<file path="src/rtl/regfile_pkg.sv">
// Shared types and helpers for the register-file dump reader.
// The state enum and a modulo-NumRegs index increment that also works when NumRegs is not a power of two.
package regfile_pkg;

  typedef enum logic [1:0] {
    IDLE = 2'd0,
    LOAD = 2'd1,
    SEND = 2'd2
  } state_e;

  // Wraps by explicit compare so non-power-of-2 register counts roll over correctly.
  function automatic int unsigned wrap_inc(input int unsigned idx, input int unsigned num_regs);
    return (idx == num_regs - 1) ? 0 : idx + 1;
  endfunction

endpackage

</file>
<file path="src/rtl/regfile_dump_reader.sv">
// Walks an inclusive, optionally wrapping index range of a register file and streams each
// word out on a valid/ready port tagged with its index and a last flag.
module regfile_dump_reader
  import regfile_pkg::*;
#(
  parameter int unsigned DataWidth  = 8,
  parameter int unsigned NumRegs    = 16,
  parameter int unsigned IndexWidth = $clog2(NumRegs)
) (
  input  logic                  clk,
  input  logic                  rst,
  input  logic                  start,
  input  logic [IndexWidth-1:0] first_idx,
  input  logic [IndexWidth-1:0] last_idx,
  input  logic                  abort,
  output logic [IndexWidth-1:0] rd_addr,
  input  logic [DataWidth-1:0]  rd_data,
  output logic                  m_valid,
  input  logic                  m_ready,
  output logic [DataWidth-1:0]  m_data,
  output logic [IndexWidth-1:0] m_index,
  output logic                  m_last,
  output logic                  busy,
  output logic                  done,
  output logic                  err,
  output logic [1:0]            dbg_state
);

  // Stream handshake: a word transfers on every rising edge where m_valid and m_ready are both
  // high; while m_valid is high and m_ready is low, m_data/m_index/m_last hold stable.

  localparam logic [IndexWidth:0] NumRegsW = (IndexWidth + 1)'(NumRegs);

  state_e                state_q, state_d;
  logic [IndexWidth-1:0] cur_idx_q, cur_idx_d;
  logic [IndexWidth-1:0] last_q, last_d;
  logic [DataWidth-1:0]  m_data_q, m_data_d;
  logic [IndexWidth-1:0] m_index_q, m_index_d;
  logic                  m_last_q, m_last_d;
  logic                  m_valid_q, m_valid_d;
  logic                  done_q, done_d;
  logic                  err_q, err_d;

  logic [IndexWidth-1:0] nxt_idx;
  logic                  handshake;
  logic                  range_ok;

  assign nxt_idx   = IndexWidth'(wrap_inc(32'(cur_idx_q), NumRegs));
  assign handshake = m_valid_q & m_ready;
  assign range_ok  = ({1'b0, first_idx} < NumRegsW) && ({1'b0, last_idx} < NumRegsW);

  always_ff @(posedge clk or posedge rst) begin
    if (rst) begin
      state_q   <= IDLE;
      cur_idx_q <= '0;
      last_q    <= '0;
      m_data_q  <= '0;
      m_index_q <= '0;
      m_last_q  <= 1'b0;
      m_valid_q <= 1'b0;
      done_q    <= 1'b0;
      err_q     <= 1'b0;
    end else begin
      state_q   <= state_d;
      cur_idx_q <= cur_idx_d;
      last_q    <= last_d;
      m_data_q  <= m_data_d;
      m_index_q <= m_index_d;
      m_last_q  <= m_last_d;
      m_valid_q <= m_valid_d;
      done_q    <= done_d;
      err_q     <= err_d;
    end
  end

  always_comb begin
    state_d   = state_q;
    cur_idx_d = cur_idx_q;
    last_d    = last_q;
    m_data_d  = m_data_q;
    m_index_d = m_index_q;
    m_last_d  = m_last_q;
    m_valid_d = m_valid_q;
    done_d    = 1'b0;
    err_d     = 1'b0;
    rd_addr   = '0;

    case (state_q)
      IDLE: begin
        if (start) begin
          if (range_ok) begin
            cur_idx_d = first_idx;
            last_d    = last_idx;
            state_d   = LOAD;
          end else begin
            err_d = 1'b1;
          end
        end
      end
      LOAD: begin
        rd_addr   = cur_idx_q;
        m_data_d  = rd_data;
        m_index_d = cur_idx_q;
        m_last_d  = (cur_idx_q == last_q);
        m_valid_d = 1'b1;
        state_d   = SEND;
      end
      SEND: begin
        // Prefetch the following word so a handshake can reload the output every cycle.
        rd_addr = nxt_idx;
        if (handshake) begin
          if (m_last_q) begin
            m_valid_d = 1'b0;
            m_last_d  = 1'b0;
            done_d    = 1'b1;
            state_d   = IDLE;
          end else begin
            m_data_d  = rd_data;
            m_index_d = nxt_idx;
            cur_idx_d = nxt_idx;
            m_last_d  = (nxt_idx == last_q);
          end
        end
      end
      default: state_d = IDLE;
    endcase

    if (abort) begin
      state_d   = IDLE;
      m_valid_d = 1'b0;
      m_last_d  = 1'b0;
      done_d    = 1'b0;
      err_d     = 1'b0;
      cur_idx_d = cur_idx_q;
    end
  end

  assign m_valid   = m_valid_q;
  assign m_data    = m_data_q;
  assign m_index   = m_index_q;
  assign m_last    = m_last_q;
  assign busy      = (state_q != IDLE);
  assign done      = done_q;
  assign err       = err_q;
  assign dbg_state = state_q;

endmodule

</file>
<file path="config.mk">
export PLATFORM = sky130hd
export DESIGN_NAME = regfile_dump_reader
export DESIGN_NICKNAME = d
export VERILOG_FILES = /design/src/rtl/regfile_pkg.sv /design/src/rtl/regfile_dump_reader.sv
export SDC_FILE = /design/constraint.sdc
export NUM_CORES = 1
export LEC_CHECK = 0
export CAP_MARGIN = 20
export CORE_ASPECT_RATIO = 1.25
export CORE_UTILIZATION = 46
export DETAILED_ROUTE_END_ITERATION = 6
export PLACE_DENSITY = 0.8
export SYNTH_ARGS = -nofsm -noshare
export SYNTH_HDL_FRONTEND = slang
export SYNTH_SLANG_ARGS = --single-unit
</file>
<file path="constraint.sdc">
create_clock -name clk -period 2.4 [get_ports clk]
set_input_delay 0.24 -clock clk [delete_from_list [all_inputs] [get_ports clk]]
set_output_delay 0.24 -clock clk [all_outputs]
set_load 0.05 [all_outputs]
</file>
# ---- Yosys cells after proc, flatten, opt, wreduce, memory -nomap -nowiden
# Index checks and enable logic that the tools add are counted.
dict set report op_classes {
  bitwise 2
  n_mux 27
  reduce_logical 11
  n_eq_ne 11
  add_sub_neg 1
}
# cell n
set ops {}
lappend ops {{one-hot mux 4 bit (2 select lines)} 3}
lappend ops {{two-way mux 4 bit} 4}
lappend ops {{two-way mux 8 bit} 2}
lappend ops {{one-hot mux 8 bit (2 select lines)} 1}
lappend ops {{two-way mux 1 bit} 10}
lappend ops {{inequality test 3 bit, second input constant} 3}
lappend ops {{AND reduction 3 bit} 3}
lappend ops {{== test 4 bit} 2}
lappend ops {{two-way mux 2 bit} 4}
lappend ops {{inequality test 2 bit, second input constant} 3}
lappend ops {{one-hot mux 2 bit (3 select lines)} 1}
lappend ops {{nonzero test 2 bit} 3}
lappend ops {{AND reduction 5 bit} 1}
lappend ops {{adder 4 x 1 -> 4 bit, second input constant} 1}
lappend ops {{== test 4 bit, second input constant} 1}
lappend ops {{one-hot mux 1 bit (2 select lines)} 2}
lappend ops {{AND reduction 2 bit} 2}
lappend ops {{nonzero test 3 bit} 1}
lappend ops {{== test 2 x 1 -> 1 bit, second input constant} 1}
lappend ops {{== test 2 bit, second input constant} 1}
lappend ops {{logical NOT 2 bit} 1}
lappend ops {{bitwise AND 1 bit} 1}
lappend ops {{NOT 1 bit} 1}
dict set report word_totals {
  in_bits 21
  wordCells 60
  out_inout_bits 23
  ff_bits 25
}

# ---- Longest topological paths before layout
dict set report depth {
  ltp_word 7
  ltp_mapped 8
  mapped_depth_nobuf 6
}

# ---- Worst setup path before layout
# Ideal clock, no wire load.
dict set report synth_path {
  path_type {register -> output}
  from {register state_q[0], in the netlist dbg_state[0]}
  to {output rd_addr[2]}
  t_required_ps 2160
  path_buffers 1
  path_stages_with_launch 7
  arrival_time_ps 2552
  setup_slack_ps -392
  cell_sequence {dfrtp_1 > inv_1 > ha_1 > buf_4 > nand2_1 > or2_2 > a21boi_0}
}
dict set report synth_between {
  elab_chain_cells 2
  word_cells_on_any_way 3
  classes_between {2 x eq/ne; 1 x mux}
}
# element line_no
set synth_lines {}
lappend synth_lines {{start, declared} regfile_dump_reader.sv:34} ;# state_e state_q, state_d;
lappend synth_lines {{start signal, assigned} regfile_dump_reader.sv:64} ;# state_q <= state_d;
lappend synth_lines {{== test 2 bit / == test 2 x 1 -> 1 bit (equally long branches)} regfile_dump_reader.sv:88} ;# case (state_q)
lappend synth_lines {{one-hot mux 4 bit (2 select lines) *} regfile_dump_reader.sv:88}
lappend synth_lines {{end, declared} regfile_dump_reader.sv:16} ;# output logic [IndexWidth-1:0] rd_addr,
# Mark *: on every way between the ends. The rest lies on a longest branch, timed or not.

# ---- Final worst setup path
dict set report layout_path {
  from {register state_q[0], in the netlist dbg_state[0]}
  to {output busy}
}
dict set report layout_between {
  elab_chain_cells 1
}
# element line_no
set layout_lines {}
lappend layout_lines {{nonzero test 2 bit} regfile_dump_reader.sv:142} ;# assign busy = (state_q != IDLE);
lappend layout_lines {{end, declared} regfile_dump_reader.sv:23} ;# output logic busy,
# Every way passes these cells.

==> results.sh <==
export IMPL_status="complete, no violations"
export IMPL_cts_root_buf="clkbuf_4"
export IMPL_core_sq_um=2760
export IMPL_ios=44
export IMPL_syn_area_sq_um=1380
export IMPL_power_density_nw_per_um2=1030
export IMPL_ir_worst_vdd_mv=0.732
export IMPL_nFillCells=215
export IMPL_wl_per_cell_microns=14.4
export IMPL_syn_area_per_cell_sq_um=10.5
export IMPL_post_drt_via_cell_ratio=5.41
export IMPL_ant_nets=0
export IMPL_cts_tree="yes"
export IMPL_grt_pass1_wl_microns=5200
export IMPL_drc=0
export IMPL_worstRegToRegCells=6
export IMPL_num_antenna_cells=0
export IMPL_slew_violations=0
export IMPL_synth_edf_count=0
export IMPL_synth_yosys_seq_area_share_pct=45.3
export IMPL_cts_buffer_depth=2
export IMPL_ys_types=32
export IMPL_io_buffer_count=42
export IMPL_antenna_found_initial=0
export IMPL_hold_viol_final=0
export IMPL_first_pass_iters=4
export IMPL_rows=21
export IMPL_dieArea_sq_um=3230
export IMPL_yosys_most_used_dff="dfrtp_1"
export IMPL_floorplan_initialDensity_pct=50.1
export IMPL_grt_use_total_pct=21.1
export IMPL_yosysTopAreaCell="dfrtp_1"
export IMPL_cp_max_fo=6
export IMPL_final_layout_size_suffix_gt1_share_pct=16.9
export IMPL_gp_congestion=0.906
export IMPL_cts_sinks=25
export IMPL_reg2reg_from="dbg_state[0]"
export IMPL_via_count=1142
export IMPL_area_delta_synth_final_pct=39.8
export IMPL_cts_made_buffers=3
export IMPL_synthTopCellsByArea="dfrtp_1 (45%), mux2_2 (9.8%), ha_1 (4.5%)"
export IMPL_ys_warn_count=0
export IMPL_postSynthRegisterBits=25
export IMPL_clk_latency_ns=0.31
export IMPL_ctsHoldBuffers=0
export IMPL_drt_iter0_markers=44
export IMPL_critPathLaunchType="flip-flop"
export IMPL_syn_inst=132
export IMPL_ys_async_sr_fraction_pct=100
export IMPL_crit_end="busy"
export IMPL_setup_tns_ns=0
export IMPL_dp_hpwl_microns=2350
export IMPL_synth_nets=158
export IMPL_rsz0062_at_grt="no"
export IMPL_die_y_microns=63.3
export IMPL_grt_max_degree=26
export IMPL_tightest_slew_ns=0.564
export IMPL_p_total_mw=1.98
export IMPL_htreeDepth=1
export IMPL_grt_pass1_vias=1247
export IMPL_rrSetupSlack_ns=0.55
export IMPL_clkSlewWorstSetupHoldPaths_ns=0.13
export IMPL_endpoint_kind="output port"
export IMPL_finalSetupViolCount=0
export IMPL_final_nets=204
export IMPL_relSlewSlack_pct=62.4
export IMPL_die_w_microns=51.0
export IMPL_hp_class="input pin to async pin"
export IMPL_rr_endpoint="cur_idx_q[3]"
export IMPL_overflow=0
export IMPL_cp_arrival_ns=2.06
export IMPL_finalCritPeriodShare_pct=95.7
export IMPL_synth_top_cell_area_share_pct=45.3
export IMPL_fin_skew_ns=0.00270
export IMPL_path_class="flip-flop to output port"
export IMPL_p_leak_nw=0.797
export IMPL_finalWirelength_microns=3040
export IMPL_crit_start="dbg_state[0]"
export IMPL_fmax_mhz=435
export IMPL_drv_cap=0
export IMPL_required_ns=2.16
export IMPL_min_period_ns=2.30
cell usage after synthesis, drive strengths merged (3+ instances only):
master / n
nand3: 3
clkbuf: 3
and2: 3
dfrtp: 25
a21oi: 9
xnor2: 3
buf: 3
a31oi: 3
ha: 5
o21ai: 5
nand2b: 3
o22ai: 4
nor2: 10
mux2i: 5
xor2: 5
nor2b: 3
nand2: 8
mux2: 12
inv: 7
worst max-delay path, stage by stage, from the launching register on:
cell             delay [ns]
dfrtp_1                0.50
inv_1                  0.14
ha_1                   0.24
inv_1                  0.07
clkdlybuf4s50_1        0.80
cell type report:
type | instances | area (sq um) | share of cell area (%)
repair buffers | 47 | 498 | 25.8
multi-input cells | 94 | 712 | 36.9
clock buffers | 4 | 26.3 | 1.36
flip-flops and latches | 25 | 626 | 32.4
well taps | 34 | 42.5 | 2.20
inverters | 7 | 26.3 | 1.36
metrics by stage:
| stage | hold WS (ns) | worst slack, ns | util, % | instances | instance area [sq um] |
|---|---|---|---|---|---|
| floorplan | 0.267 | 0.230 | - | 132 | 1390 |
| global route | 0.299 | 0.00278 | 70.0 | 211 | 1930 |
| global placement | 0.493 | 0.357 | 68.6 | 207 | 1890 |
| CTS | 0.269 | 0.127 | 69.6 | 211 | 1920 |
| finish | 0.264 | 0.103 | 70.0 | 211 | 1930 |
| detailed placement | 0.500 | 0.270 | 68.6 | 207 | 1890 |
worst min-delay path by stage:
stage               startpoint           end  slack [ns]  cells after the start
global placement     m_data[1]     m_data[1]        0.49                      1
detailed placement   m_data[7]     m_data[7]        0.50                      1
CTS                        rst     m_data[7]        0.27                      3
finish                     rst     m_data[1]        0.26                      3
global route               rst     m_data[3]        0.30                      3
floorplan                  rst  cur_idx_q[0]        0.27                      1
report_power, final:
part	internal (mW)	leakage [nW]	switching (mW)
registers	0.553	0.296	0.125
clock network	0.0648	0.0150	0.120
logic	0.453	0.485	0.665
total	1.07	0.797	0.911
state kept, by name, summed over array words and instances (netlist names):
register / count
m_index: 4
m_valid: 1
m_last: 1
cur_idx_q: 4
last_q: 4
m_data: 8
done: 1
dbg_state: 2
cells by family after synthesis:
kind of cell / synth area share (%)
other: 0.271
AND/OR/NAND/NOR: 13.8
adder cells (fa/ha/maj): 4.53
multiplexers: 13.4
buffers and inverters: 4.35
flip-flops: 45.3
XOR/XNOR: 5.07
AO/OA/AOI/OAI: 13.3
cell usage in the layout (no fill, tap or decap):
master / netlist / routed
o21ai_0: 3 / 3
or2_2: 1 / 1
clkdlybuf4s50_1: 0 / 38
inv_1: 7 / 7
dfrtp_1: 25 / 25
a2bb2oi_1: 1 / 1
buf_12: 0 / 4
o22ai_1: 4 / 4
a22oi_1: 2 / 2
nand3b_4: 1 / 1
nand3_1: 3 / 3
o21ai_2: 1 / 1
nand4_1: 1 / 1
mux2_2: 12 / 12
a31oi_1: 3 / 3
and2_1: 3 / 3
nor2_1: 10 / 10
a21oi_1: 9 / 9
nor2b_1: 3 / 3
a211oi_1: 1 / 1
ha_1: 5 / 4
a21boi_2: 0 / 1
ha_4: 0 / 1
buf_4: 3 / 5
xor2_1: 5 / 5
xnor2_1: 3 / 3
conb_1: 1 / 1
o21ai_1: 1 / 1
mux2i_1: 5 / 5
clkbuf_4: 0 / 3
nor4_1: 1 / 1
clkbuf_1: 3 / 1
nand2b_1: 3 / 3
nand2_1: 8 / 8
and3_1: 2 / 2
a2111oi_4: 1 / 1
routing by layer:
layer	GRT usage [%]	part of all wire [%]	vias up
li1	-	-	545
met1	22.7	41	556
met2	38.7	53	37
met3	4.59	4.6	4
met4	7.99	1.0	0
met5	0	0	-
repair_timing:
| action | in CTS | in global routing |
|---|---|---|
| endpoints found under the hold margin | 0 | 0 |
| resized for setup | 1 | 1 |
| cloned | 0 | 0 |
| setup endpoints to repair | 1 | 1 |
| setup buffers | 0 | 0 |
No activity file was read; power rests on OpenSTA's default activity.
